$ cat config.mk
export PLATFORM = sky130hd
export DESIGN_NAME = color_region_manager
export DESIGN_NICKNAME = d
export VERILOG_FILES = /design/src/rtl/color_region_manager.sv
export SDC_FILE = /design/constraint.sdc
export NUM_CORES = 1
export LEC_CHECK = 0
export CAP_MARGIN = 20
export CORE_MARGIN = 2
export CORE_UTILIZATION = 60
export DETAILED_ROUTE_END_ITERATION = 10
export GPL_TIMING_DRIVEN = 0
export HOLD_SLACK_MARGIN = 0.02
export PLACE_DENSITY = 0.86
export RECOVER_POWER = 100
export SLEW_MARGIN = 25
export SYNTH_ARGS = -nofsm -noshare
export SYNTH_HDL_FRONTEND = slang
export SYNTH_SLANG_ARGS = --single-unit
export TNS_END_PERCENT = 30
$ cat constraint.sdc
create_clock -name Clk -period 5 [get_ports Clk]
set_input_delay 0.75 -clock Clk [delete_from_list [all_inputs] [get_ports Clk]]
set_output_delay 0.75 -clock Clk [all_outputs]
set_load 0.05 [all_outputs]
$ cat src/rtl/color_region_manager.sv
// color_region_manager
//   Decodes a UART byte stream into per-region colour writes and split/debug
//   control. It keeps an H_REGIONS x V_REGIONS colour table and mirrors every
//   table write to a configuration sink over a valid/ready handshake. It also
//   drives the registered per-pixel VGA colour.
//
// Ports
//   Clk, rst                   clock, synchronous active-high reset
//   Empty, Rd_En, RXD_Data     FWFT RX FIFO (byte valid whenever Empty=0)
//   C_Rdy, C_Valid, C_Addr,
//   C_Data                     configuration write handshake
//   HSync, VSync, Pixel_En     line start, frame start, pixel strobe
//   Data_VGA                   pixel colour, one cycle after Pixel_En
//   Config_Status              FSM state (IDLE=0, WAIT_DATA=1, WRITE=2)
//   Config_Notification_Valid  pulse in the cycle a table write completes
//   Config_Error, Error_Valid  last error code, one-cycle error pulse
//   Split_State                {Debug, H_Split, V_Split}
module color_region_manager #(
  parameter int H_REGIONS    = 2,
  parameter int V_REGIONS    = 2,
  parameter int H_ACTIVE     = 640,
  parameter int V_ACTIVE     = 480,
  parameter int C_ADDR_WIDTH = 6,
  parameter int TIMEOUT      = 1024,
  parameter int COLOR_WIDTH  = 6
) (
  input  logic                    Clk,
  input  logic                    rst,
  input  logic                    Empty,
  output logic                    Rd_En,
  input  logic [7:0]              RXD_Data,
  input  logic                    C_Rdy,
  output logic                    C_Valid,
  output logic [C_ADDR_WIDTH-1:0] C_Addr,
  output logic [COLOR_WIDTH-1:0]  C_Data,
  input  logic                    HSync,
  input  logic                    VSync,
  input  logic                    Pixel_En,
  output logic [COLOR_WIDTH-1:0]  Data_VGA,
  output logic [1:0]              Config_Status,
  output logic                    Config_Notification_Valid,
  output logic [2:0]              Config_Error,
  output logic                    Error_Valid,
  output logic [2:0]              Split_State
);

  localparam int R  = H_REGIONS * V_REGIONS;
  localparam int XW = $clog2(H_ACTIVE + 1);
  localparam int YW = $clog2(V_ACTIVE + 1);
  localparam int TW = (TIMEOUT > 1) ? $clog2(TIMEOUT) : 1;

  typedef enum logic [1:0] {IDLE = 2'd0, WAIT_DATA = 2'd1, WRITE = 2'd2} state_t;

  state_t                   state, state_nxt;
  logic                     pop;
  logic [1:0]               kind;
  logic [5:0]               payload;
  logic                     idx_ok;
  logic                     latch_idx, latch_col, timer_clr, timer_inc;
  logic                     ctl_apply, err_fire, commit;
  logic [2:0]               err_code;
  logic [5:0]               idx_r;
  logic [COLOR_WIDTH-1:0]   col_r;
  logic [TW-1:0]            timer;
  logic                     split_v, split_h, debug;
  logic [XW-1:0]            x;
  logic [YW-1:0]            y;
  logic [COLOR_WIDTH-1:0]   color_tab [64];
  logic [5:0]               idx_p0;
  logic [COLOR_WIDTH-1:0]   pix_p0;

  // Region index of a pixel: count the column/row boundaries already passed.
  // Columns only split when V_Split is set, rows only when H_Split is set.
  function automatic logic [5:0] region_of(input logic [XW-1:0] px,
                                           input logic [YW-1:0] py,
                                           input logic hs, input logic vs);
    int col;
    int row;
    col = 0;
    row = 0;
    for (int k = 1; k < H_REGIONS; k++)
      if (vs && int'(px) >= k * H_ACTIVE / H_REGIONS) col++;
    for (int k = 1; k < V_REGIONS; k++)
      if (hs && int'(py) >= k * V_ACTIVE / V_REGIONS) row++;
    return 6'(row * H_REGIONS + col);
  endfunction

  assign pop     = !rst && !Empty && (state != WRITE);
  assign kind    = RXD_Data[7:6];
  assign payload = RXD_Data[5:0];
  assign idx_ok  = (int'(payload) < R);

  always_ff @(posedge Clk) begin
    if (rst) state <= IDLE;
    else     state <= state_nxt;
  end

  always_comb begin
    state_nxt = state;
    latch_idx = 1'b0;
    latch_col = 1'b0;
    timer_clr = 1'b0;
    timer_inc = 1'b0;
    ctl_apply = 1'b0;
    err_fire  = 1'b0;
    err_code  = 3'd0;
    commit    = 1'b0;
    case (state)
      IDLE: begin
        if (pop) begin
          case (kind)
            2'b00: begin
              if (idx_ok) begin
                latch_idx = 1'b1;
                timer_clr = 1'b1;
                state_nxt = WAIT_DATA;
              end else begin
                err_fire = 1'b1;
                err_code = 3'd3;
              end
            end
            2'b01:   begin err_fire = 1'b1; err_code = 3'd1; end
            2'b10:   begin err_fire = 1'b1; err_code = 3'd5; end
            default: ctl_apply = 1'b1;
          endcase
        end
      end
      WAIT_DATA: begin
        if (pop && kind == 2'b01) begin
          latch_col = 1'b1;
          state_nxt = WRITE;
        end else if (pop && kind == 2'b00) begin
          // Missing data byte: report it, then treat the byte as a fresh header.
          err_fire = 1'b1;
          err_code = 3'd2;
          if (idx_ok) begin
            latch_idx = 1'b1;
            timer_clr = 1'b1;
          end else begin
            state_nxt = IDLE;
          end
        end else if (pop && kind == 2'b10) begin
          err_fire  = 1'b1;
          err_code  = 3'd5;
          state_nxt = IDLE;
        end else begin
          // Control bytes do not restart the data-byte timer.
          ctl_apply = pop;
          if (timer == TW'(TIMEOUT - 1)) begin
            err_fire  = 1'b1;
            err_code  = 3'd4;
            state_nxt = IDLE;
          end else begin
            timer_inc = 1'b1;
          end
        end
      end
      WRITE: begin
        if (C_Rdy) begin
          commit    = 1'b1;
          state_nxt = IDLE;
        end
      end
      default: state_nxt = IDLE;
    endcase
  end

  always_comb begin
    Rd_En                     = pop;
    C_Valid                   = (state == WRITE);
    C_Addr                    = C_ADDR_WIDTH'(idx_r);
    C_Data                    = col_r;
    Config_Status             = state;
    Config_Notification_Valid = (state == WRITE) && C_Rdy && !rst;
  end

  // Stage p0: region lookup from the current pixel counters
  always_comb begin
    idx_p0 = region_of(x, y, split_h, split_v);
    if (x >= XW'(H_ACTIVE) || y >= YW'(V_ACTIVE)) pix_p0 = '0;
    else if (debug)                                pix_p0 = COLOR_WIDTH'(idx_p0);
    else                                           pix_p0 = color_tab[idx_p0];
  end

  // Stage p1: registered state, table and pixel colour
  always_ff @(posedge Clk) begin
    if (rst) begin
      idx_r        <= '0;
      col_r        <= '0;
      timer        <= '0;
      split_v      <= 1'b0;
      split_h      <= 1'b0;
      debug        <= 1'b0;
      Config_Error <= 3'd0;
      Error_Valid  <= 1'b0;
      x            <= '0;
      y            <= '0;
      Data_VGA     <= '0;
      for (int i = 0; i < 64; i++) color_tab[i] <= '0;
    end else begin
      Error_Valid <= err_fire;
      if (err_fire)  Config_Error <= err_code;
      if (latch_idx) idx_r <= payload;
      if (latch_col) col_r <= COLOR_WIDTH'(payload);
      if (timer_clr)      timer <= '0;
      else if (timer_inc) timer <= timer + 1'b1;
      if (ctl_apply) {debug, split_h, split_v} <= payload[2:0];
      if (commit) color_tab[idx_r] <= col_r;
      if (HSync)                     x <= '0;
      else if (Pixel_En && x != '1) x <= x + 1'b1;
      if (VSync)                     y <= '0;
      else if (HSync && y != '1)    y <= y + 1'b1;
      if (Pixel_En) Data_VGA <= pix_p0;
    end
  end

  assign Split_State = {debug, split_h, split_v};

endmodule

### Yosys cells after proc, flatten, opt, wreduce, memory -nomap -nowiden

Memory sizes are Yosys's and may differ from the RTL's.
Index checks and enable logic that the tools add are counted.

| storage, ports and cells | value |
|---|---|
| output and inout port bits | 30 |
| memory bits (writable) | 384 |
| word-level logic and storage cells | 118 |
| bits in registers | 56 |
| bits of input ports | 15 |
| memories | 1 |

Memories:

| memory | words | bits a word | rd ports | clocked after Yosys merged registers in | wr ports | RTL line | RTL |
|---|---|---|---|---|---|---|---|
| color_tab | 64 | 6 | 1 | 0 | 64 | 68 | `logic [COLOR_WIDTH-1:0] color_tab [64];` |

| operators by class | value |
|---|---|
| equality and inequality tests | 14 |
| add/subtract/negate cells | 4 |
| order comparisons | 5 |
| multiplexer cells | 59 |
| reductions and logical operators | 23 |

Operator list:

| operator | number |
|---|---|
| 1-bit two-way mux | 33 |
| 6-bit two-way mux | 4 |
| 10-bit by 1-bit adder with 10-bit output, second input constant | 2 |
| 2-bit two-way mux | 10 |
| 3-bit two-way mux | 5 |
| 1-bit logical AND | 11 |
| 10-bit == test, second input constant | 1 |
| 10-bit >= comparator, second input constant | 1 |
| 10-bit by 9-bit >= comparator with 1-bit output, second input constant | 1 |
| 10-bit inequality test, second input constant | 1 |
| 2-bit inequality test, second input constant | 5 |
| 9-bit by 1-bit adder with 9-bit output, second input constant | 1 |
| 9-bit by 8-bit >= comparator with 1-bit output, second input constant | 1 |
| 9-bit >= comparator, second input constant | 1 |
| 9-bit inequality test, second input constant | 1 |
| 3-bit case mux with 3 select lines | 1 |
| 1-bit case mux with 2 select lines | 4 |
| 2-bit OR reduction | 4 |
| 6-bit adder | 1 |
| 6-bit by 3-bit less-than comparator with 1-bit output, second input constant | 1 |
| 2-bit case mux with 3 select lines | 1 |
| 3-bit case mux with 2 select lines | 1 |
| 6-bit AND reduction | 1 |
| 6-bit OR reduction | 1 |
| 8 further kinds | 12 |

### Longest topological paths before layout

Gate-level depths: netlist of run 1.

| logic depth | value |
|---|---|
| depth after elaboration | 8 |
| depth in mapped cells | 10 |

### Worst setup path before layout of run 1

No wires, ideal clock.

| timing | value |
|---|---|
| path kind | register to output |
| from | reg state[0] (netlist: Config_Status[0]) |
| to | out Rd_En |
| setup slack | 1.936 ns |
| arrival time | 2.314 ns |
| cell stages (with the launch flop) | 5 |
| required time | 4.250 ns |
| buffers on the path | 1 |
| cells stage by stage | dfxtp_1 -> buf_6 -> nand2b_4 -> inv_1 -> nor3_1 |

| between the ends | value |
|---|---|
| cells in the longest elaborated chain, start to end | 2 |

RTL lines:

| what | RTL line | RTL |
|---|---|---|
| from (decl) | 54 | `state_t state, state_nxt;` |
| from (signal assigned) | 95 | `else state <= state_nxt;` |
| 2-bit inequality test | 88 | `assign pop = !rst && !Empty && (state != WRITE);` |
| 1-bit logical AND | 88 |  |
| to (decl) | 30 | `output logic Rd_En,` |

No other way between the ends.

### Worst setup path in the final report of run 1

| timing | value |
|---|---|
| from | in rst |
| to | out Config_Notification_Valid |

| between the ends | value |
|---|---|
| cells in the longest elaborated chain, start to end | 2 |

RTL lines:

| what | RTL line | RTL |
|---|---|---|
| from (decl) | 28 | `input logic rst,` |
| 1-bit zero test | 174 | `Config_Notification_Valid = (state == WRITE) && C_Rdy && !rst;` |
| 1-bit logical AND | 174 |  |
| to (decl) | 41 | `output logic Config_Notification_Valid,` |

No other way between the ends.

==> results.yml, run 1 <==
clock_tree:
  cts_tree: "yes"
  numCtsBuffers: 9
  path_clk_slew_ns: 0.09
  clock_latency_ns: 0.36
  cts_setup_buffers: 0
  htreeDepth: 3
  cts_resized: 0
  cts_hold_buf: 0
  cts_root_buf: "clkbuf_8"
  clock-sinks: 80
  clock_path_buffers: 2
yosys:
  synth_area_mm2: 0.00378
  ys_ff_latch: 80
  synthTopCellsByCount: "56 x dfxtp_1, 50 x nor2_1, 24 x edfxtp_1, 24 x mux2i_1, 18 x nand2_1"
  yosysSeqAreaShare_pct: 48.7
  avgSynthCellArea_um2: 9.70
  synth_most_common_cell: "dfxtp_1"
  yosys-top-cells-area: "dfxtp_1 30%, edfxtp_1 19%, mux2i_1 6.3%, nor2_1 5.0%, ha_1 3.6%"
  synth-edff-count: 24
  synth_ff_type: "dfxtp_1"
  synth-async-reset-ratio_pct: 0
  synth_cells: 390
  synth.distinct_cells: 50
  ys.warnings.count: 0
  synth_nets: 416
  netlist.area_leader.share_pct: 29.6
  yosysTopAreaCell: "dfxtp_1"
placed_design:
  gp_congestion: 0.965
  dpl.hpwl_um: 5810
  io_buffers: 43
  dp_slack_ns: 1.64
min_path:
  hp-class: "reg -> reg"
route:
  drc_errors: 0
  num_vias: 3084
  drt-total-wl_um: 8110
  drt_iter0_markers: 158
  firstDrtPassIters: 5
  ant_nets: 0
  routedWlPerCell_um: 15.5
  avgViaCountPerCell: 5.89
grt:
  grt_pass1_vias: 2978
  grt_pass1_wl_um: 13600
  grt.total_usage_pct: 24.2
  grt_max_degree: 15
  antenna_found_initial: 0
  grt-ovfl-total: 0
floorplan:
  io_pins: 45
  die-area_mm2: 0.00696
  fp-row-count: 28
  core-area_mm2: 0.00599
  die_h_um: 83.4
  initial_core_util_pct: 63.2
  die_x_um: 83.4
timing:
  setup_ws_ns: 1.67
  finalClockSkew_ns: 0.0145
  min_period_over_period_pct: 66.6
  hold_viol_final: 0
  drv_slew: 0
  tightest_slew_ns: 1.07
  setup-violations-final: 0
  fmax_mhz: 300
  fin_crit_ns: 3.33
  setup_tns_ns: 0
  relSlewSlack_pct: 28.0
  rsz0062_at_grt: "no"
critical_path:
  crit_type: "in -> out"
  critPathMaxFanout: 10
  worst-path-buf-inv: 3
  slowest_stage: "dlygate4sd3_1"
  cp-start-kind: "primary input"
  cp_top_family: "buffers and inverters"
  arrival_ns: 2.58
  required_ns: 4.25
  slowest_delay_ns: 0.77
  crit_chain: "clkbuf_1 -> inv_1 -> and3_1 -> dlygate4sd3_1"
  worst_setup_path_end_kind: "primary output"
power:
  power.density_mw_per_mm2: 281
  p_leak_uw: 0.00184
  swShare_pct: 23.7
  p_switching_uw: 301
  ir_worst_vdd_mv: 0.186
  internal-power_uw: 971
  combPwrFrac_pct: 6.4
  totalPowerFinal_uw: 1270
  clockPowerShare_pct: 39.9
  seqPwrFrac_pct: 53.7
final_layout:
  diodes: 0
  final_net_count: 470
  drive_above_1_share_pct: 7.57
  syn_to_final_growth_pct: 19.5
  nFillCells: 421
outcome:
  run_status: "finished clean"
run:
  drv_cap: 0
==> kinds of logic (layout without fill, tap and decap cells) <==
group,count (synthesis),in the layout,synth area share (%)
AOI/OAI and AO/OA,56,56,9.33
xor gates and xnor gates,13,13,3.01
adders and majority gates,11,11,3.64
buffers and inverters,34,93,4.20
DFF,80,80,48.7
muxes,26,26,6.94
and+or+nand+nor,170,170,24.2
==> power by group through the flow <==
stage          registers (uW)  logic (uW)  clock network [uW]
2_1_floorplan             709        38.9                   0
3_3_place_gp              698        82.0                   0
3_5_place_dp              699        84.2                   0
4_1_cts                   683        84.8                 510
5_1_grt                   685        88.2                 535
6_report                  683        81.8                 508
==> per-stage QoR <==
step	instances	instance area [um2]	util [%]	hold WS, ns
2_1_floorplan	390	3780	-	0.454
3_3_place_gp	508	4310	71.9	0.433
3_5_place_dp	508	4310	71.9	0.441
4_1_cts	524	4520	75.5	0.461
5_1_grt	524	4520	75.5	0.475
6_report	524	4520	75.5	0.451
==> cell type report <==
cell class | instances | area (um2) | share of cell area [%]
sequential | 80 | 1840 | 40.7
multi-input combinational | 276 | 1780 | 39.4
timing repair buffer | 43 | 430 | 9.52
clock buffer | 11 | 153 | 3.38
buffer | 18 | 96.3 | 2.13
tap | 75 | 93.8 | 2.08
clock inverter | 5 | 63.8 | 1.41
inverter | 16 | 60.1 | 1.33
==> path summary, 6_finish.rpt <==
kind                                  from                            end  slack (ns)  depth (start not counted)
min               Data_VGA[4]$_SDFFE_PP0P_       Data_VGA[4]$_SDFFE_PP0P_        0.45                          1
min reg2reg       Data_VGA[4]$_SDFFE_PP0P_       Data_VGA[4]$_SDFFE_PP0P_        0.45                          1
max                                    rst      Config_Notification_Valid        1.67                          4
max reg2reg  Config_Status[0]$_SDFFE_PP0P_  color_tab[2][5]$_SDFFCE_PN0P_        2.32                          7
==> worst reg2reg max path: stages, from the launching register on <==
cell and delay (ns):
dfxtp_1 0.32, buf_6 0.14, nand2b_4 0.16, inv_1 0.09, and3_1 0.23, nand2_1 0.23
nor3b_1 0.69, or2_0 0.47
==> state kept, by name, indices dropped and copies added, names as in the netlist, 2 cells and up <==
| register | flops |
|---|---|
| C_Data | 6 |
| x | 10 |
| timer | 10 |
| Config_Status | 2 |
| Data_VGA | 6 |
| y | 9 |
| Config_Error | 3 |
| C_Addr | 6 |
| color_tab | 24 |
==> placed cells by master (no fill, tap or decap), types with 4 or more instances in the layout <==
| master | netlist | final |
|---|---|---|
| a21o_1 | 5 | 5 |
| a21oi_1 | 17 | 17 |
| and2_0 | 0 | 14 |
| and3_1 | 8 | 8 |
| clkbuf_1 | 9 | 12 |
| clkbuf_8 | 0 | 9 |
| clkdlybuf4s50_1 | 0 | 9 |
| dfxtp_1 | 56 | 56 |
| dlygate4sd3_1 | 0 | 34 |
| edfxtp_1 | 24 | 24 |
| ha_1 | 11 | 11 |
| inv_1 | 16 | 16 |
| mux2i_1 | 24 | 24 |
| nand2_1 | 18 | 18 |
| nand3_1 | 9 | 9 |
| nand4_1 | 14 | 14 |
| nor2_1 | 50 | 50 |
| nor3_1 | 8 | 8 |
| nor3b_1 | 4 | 4 |
| nor4_1 | 12 | 12 |
| o21ai_0 | 10 | 10 |
| o22ai_1 | 4 | 4 |
| or3_1 | 8 | 8 |
| xnor2_1 | 7 | 7 |
| xor2_1 | 6 | 6 |
==> per-layer routing <==
layer,track usage (%),part of all wire [%]
met1,29.9,44
met2,41.6,50
met3,5.67,5.1
met4,8.36,1.9
met5,0,0
(Power assumes the default switching activity.)
==> inputs of run 2 (changes only) <==
CORE_UTILIZATION = 50   (was 60)
PLACE_DENSITY = 0.76   (was 0.86)
clock period = 2.71 ns   (was 5 ns; I/O delays follow)
==> run 2 against run 1 <==
Via count down 4.3%. Highest routed layer unchanged. Non-clock buffer count stayed put. Die area increased by 19%. Critical path depth up 1. Largest power group unchanged. Worst hold slack hardly changed. Combinational power rose by 82%. Largest cell class unchanged.
==> results.yml, run 2 (same netlist as run 1, synthesis figures left out) <==
final_layout:
  layout_commonest_cell: "dfxtp_1"
  largest_reg_flops: 24
  top_regs: "color_tab (24), timer (10), x (10)"
  final_net_count: 470
  diodes: 0
  final_cell_mix: "56 x dfxtp_1, 51 x nor2_1, 32 x dlygate4sd3_1"
  drive_above_1_share_pct: 8.69
  instances_no_fill: 548
  syn_to_final_growth_pct: 20.2
  top_register: "color_tab"
  fin_area_mm2: 0.00455
timing:
  min_period_over_period_pct: 94.3
  tightest_slew_ns: 0.930
  drv_slew: 0
  rsz0062_at_grt: "no"
  fin_crit_ns: 2.55
  setup_tns_ns: 0
  fmax_mhz: 391
  hold_viol_final: 0
  setup_ws_ns: 0.155
  relSlewSlack_pct: 37.5
  finalClockSkew_ns: 0.0105
  setup-violations-final: 0
placed_design:
  dp_slack_ns: -0.283
  dp.cells: 532
  dpl.hpwl_um: 5600
  io_buffers: 43
  gp_congestion: 0.929
  dpl_cell_area_mm2: 0.00435
clock_tree:
  clock_latency_ns: 0.35
  clock-sinks: 80
  cts_tree: "yes"
  numCtsBuffers: 9
  htreeDepth: 3
  clock_path_buffers: 2
  path_clk_slew_ns: 0.09
  cts_root_buf: "clkbuf_8"
  cts_hold_buf: 0
power:
  p_leak_uw: 0.00183
  totalPowerFinal_uw: 2290
  clockPowerShare_pct: 38.5
  ir_worst_vdd_mv: 0.294
  swShare_pct: 24.3
  seqPwrFrac_pct: 55.0
  internal-power_uw: 1740
  power.density_mw_per_mm2: 504
  combPwrFrac_pct: 6.5
  p_switching_uw: 556
min_path:
  hp-class: "reg -> reg"
critical_path:
  worst_setup_path_end_kind: "primary output"
  cp-start-kind: "flip-flop"
  critPathMaxFanout: 10
  required_ns: 2.30
  r2r_slack_ns: 0.22
  crit_chain: "buf_6 -> nand2b_4 -> clkinvlp_4 -> and3_2 -> dlygate4sd3_1"
  arrival_ns: 2.15
  crit_type: "reg -> out"
  worst-path-buf-inv: 3
  slowest_stage: "dlygate4sd3_1"
  cp_top_family: "buffers and inverters"
  slowest_delay_ns: 0.87
grt:
  grt_pass1_vias: 2754
  grt.total_usage_pct: 18.9
  grt_max_degree: 16
  grt-ovfl-total: 0
  antenna_found_initial: 0
  grt_pass1_wl_um: 12600
run:
  drv_cap: 0
floorplan:
  io_pins: 45
  die-area_mm2: 0.00828
  die_h_um: 91.0
  fp-row-count: 31
  die_x_um: 91.0
  initial_core_util_pct: 51.9
  core-area_mm2: 0.00729
route:
  routedWlPerCell_um: 13.7
  firstDrtPassIters: 4
  drt-total-wl_um: 7520
  drc_errors: 0
  drt_iter0_markers: 148
  num_vias: 2952
  avgViaCountPerCell: 5.39
  ant_nets: 0
outcome:
  run_status: "finished clean"
## run 2: cell types whose count changed in the layout (fill, tap and decap cells not counted), sizes merged
cell          before  now
clkinv             3    0
inv               16   17
dlymetal6s2s       0    2
dlygate4sd3       34   32
clkinvlp           1    5
buf                7    8
clkbuf            22   19
## run 2: per-layer routing
| metal | wire length, um | vias to the layer above | track usage, % |
|---|---|---|---|
| li1 | - | 1507 | - |
| met1 | 3540 | 1362 | 25.1 |
| met2 | 3530 | 73 | 30.0 |
| met3 | 347 | 10 | 3.40 |
| met4 | 89 | 0 | 8.84 |
| met5 | 0 | - | 0 |
## run 2: worst paths after layout
check | startpoint | depth (start not counted) | end
worst max-delay path | Config_Status[0]$_SDFFE_PP0P_ | 5 | Config_Notification_Valid
worst min-delay path | Data_VGA[3]$_SDFFE_PP0P_ | 1 | Data_VGA[3]$_SDFFE_PP0P_
worst max register to register | Config_Status[0]$_SDFFE_PP0P_ | 7 | color_tab[2][1]$_SDFFCE_PN0P_
worst min register to register | Data_VGA[3]$_SDFFE_PP0P_ | 1 | Data_VGA[3]$_SDFFE_PP0P_
## run 2: layout make-up
type,instances,area (um2)
inverter,16,63.8
timing repair buffer,43,435
buffer,18,97.6
fill,647,2740
tap,99,124
multi-input combinational,276,1780
clock buffer,9,124
clock inverter,7,77.6
sequential,80,1840
## run 2: through the flow
step	hold WS [ns]	utilization, %
finish	0.451	62.4
floorplan	0.454	-
CTS	0.463	62.4
global route	0.474	62.4
detailed placement	0.441	59.6
global placement	0.433	59.6
## run 2: repair_timing
item                                   in CTS  in global routing
setup endpoints to repair                   0                  2
endpoints found under the hold margin       0                  0
resized for setup                           0                  3
buffers inserted                            0                  0
## run 2: power by group through the flow
stage               registers, uW  logic (uW)  clock network (uW)
global placement             1290         152                   0
detailed placement           1290         154                   0
finish                       1260         149                 884
CTS                          1260         155                 910
global route                 1260         163                 960
floorplan                    1310        72.2                   0
==> inputs of run 3 (changes only) <==
CORE_MARGIN = 8   (was 2)
==> run 3 against run 2 <==
Wire length is 4.4% higher. Combinational power about the same. Critical path depth rose by 4. Maximum frequency shrank 1.9%. Clock power grew 3.7%. Cell area up 0.14%. Flip-flop and latch count unchanged. Register-to-register slack about the same. Utilization grew 0.086 points. Critical endpoint is now timer[9]$_SDFFE_PP0P_. Largest cell class unchanged. Highest routed layer unchanged.
==> results.yml, run 3 (same netlist as run 1, synthesis figures left out) <==
critical_path:
  cp-start-kind: "primary input"
  critPathMaxFanout: 7
  cp_top_family: "simple AND/OR/NAND/NOR gates"
  slowest_delay_ns: 0.52
  slowest_stage: "clkdlybuf4s50_1"
  arrival_ns: 2.88
  crit_chain: "clkdlybuf4s50_1 -> inv_1 -> ha_1 -> or2_2 -> a21o_1 -> or4_1 -> buf_2 -> or3_1 -> a21oi_1"
  required_ns: 2.98
  crit_type: "in -> reg"
  worst-path-buf-inv: 3
  worst_setup_path_end_kind: "flip-flop"
timing:
  relSlewSlack_pct: 33.6
  whs_ns: 0.454
  setup-violations-final: 0
  tightest_slew_ns: 0.987
  rsz0062_at_grt: "no"
  hold_viol_final: 0
  fin_crit_ns: 2.60
  fmax_mhz: 384
  finalClockSkew_ns: 0.0137
  min_period_over_period_pct: 96.1
  drv_slew: 0
final_layout:
  seqCellArea_mm2: 0.00184
  top_register: "color_tab"
  drive_above_1_share_pct: 8.46
  multi_input_area_mm2: 0.00178
  final_net_count: 470
  top_regs: "color_tab (24), timer (10), x (10)"
  diodes: 0
  syn_to_final_growth_pct: 20.4
  final_cell_mix: "56 x dfxtp_1, 51 x nor2_1, 31 x dlygate4sd3_1"
  largest_reg_flops: 24
  layout_commonest_cell: "dfxtp_1"
  nFillCells: 633
  fin_area_mm2: 0.00455
outcome:
  run_status: "finished clean"
clock_tree:
  clock_latency_ns: 0.35
  clock-sinks: 80
  htreeDepth: 3
  cts_root_buf: "clkbuf_8"
  clock_path_buffers: 2
  cts_setup_buffers: 0
  numCtsBuffers: 9
  cts_tree: "yes"
  path_clk_slew_ns: 0.09
power:
  p_leak_uw: 0.00184
  internal-power_uw: 1790
  swShare_pct: 23.0
  ir_worst_vdd_mv: 0.339
  seqPwrFrac_pct: 54.2
  power.density_mw_per_mm2: 511
  combPwrFrac_pct: 6.4
  clockPowerShare_pct: 39.4
  p_switching_uw: 536
route:
  drc_errors: 0
  num_vias: 3001
  drt-total-wl_um: 7840
  firstDrtPassIters: 4
  avgViaCountPerCell: 5.48
  drt_iter0_markers: 152
  routedWlPerCell_um: 14.3
  ant_nets: 0
grt:
  grt_pass1_vias: 2901
  grt-ovfl-total: 0
  antenna_found_initial: 0
  grt.total_usage_pct: 15.5
  grt_pass1_wl_um: 13000
  grt_max_degree: 15
placed_design:
  gp_congestion: 0.934
  io_buffers: 43
  dpl_cell_area_mm2: 0.00435
  dpl.hpwl_um: 5830
floorplan:
  die_h_um: 103
  die_x_um: 103
  die-area_mm2: 0.0106
  initial_core_util_pct: 51.9
  core-area_mm2: 0.00729
  io_pins: 45
  fp-row-count: 31
run:
  drv_cap: 0
min_path:
  hp-class: "reg -> reg"
[run 3: cell types whose count changed in the layout (fill, tap and decap cells not counted), sizes merged]
cell	delta
clkdlybuf4s50	+2
buf	+1
clkbuf	+1
clkinvlp	-1
dlygate4sd3	-1
dlymetal6s2s	-1
inv	-1
[run 3: power by group through the flow]
stage	Clock (uW)	Sequential [uW]	Combinational, uW
final	917	1260	150
after global routing	980	1260	163
after CTS	935	1260	156
after detailed placement	0	1290	155
after global placement	0	1290	152
after floorplan	0	1310	72.2
[run 3: path summary, 6_finish.rpt]
kind                            slack, ns                       endpoint  cells past startpoint                           from
worst min-delay path                 0.45       Data_VGA[4]$_SDFFE_PP0P_                      1       Data_VGA[4]$_SDFFE_PP0P_
worst max register to register       0.21  color_tab[2][5]$_SDFFCE_PN0P_                      7  Config_Status[0]$_SDFFE_PP0P_
worst max-delay path                 0.11          timer[9]$_SDFFE_PP0P_                      9                    RXD_Data[7]
worst min register to register       0.45       Data_VGA[4]$_SDFFE_PP0P_                      1       Data_VGA[4]$_SDFFE_PP0P_
[run 3: what timing repair did]
item                                    CTS  global route
resized for setup                         0             1
endpoints found under the hold margin     0             0
hold buffers                              0             0
endpoints found under the setup margin    0             3
[run 3: cell type report]
class                   instances  area share, %
flip-flops and latches         80           40.4
multi-input cells             276           39.1
repair buffers                 43           9.51
clock buffers                  11           3.35
well taps                      99           2.72
plain buffers                  18           2.17
clock inverters                 5           1.35
inverters                      16           1.35
[run 3: metal layers]
metal | global-route usage, % | routed length [um]
met4 | 5.56 | 87
met5 | 0 | 0
met3 | 5.06 | 465
met1 | 18.7 | 3630
met2 | 25.4 | 3660
[run 3: per-stage QoR]
stage | setup WS (ns) | cells | power (uW) | util [%] | TNS, ns
3_3_place_gp | -0.242 | 532 | 1440 | 59.6 | -0.761
4_1_cts | 0.0995 | 548 | 2350 | 62.6 | 0
5_1_grt | 0.00346 | 548 | 2410 | 62.5 | 0
3_5_place_dp | -0.276 | 532 | 1440 | 59.6 | -0.978
2_1_floorplan | -0.0695 | 390 | 1380 | - | -0.0695
6_report | 0.106 | 548 | 2330 | 62.5 | 0
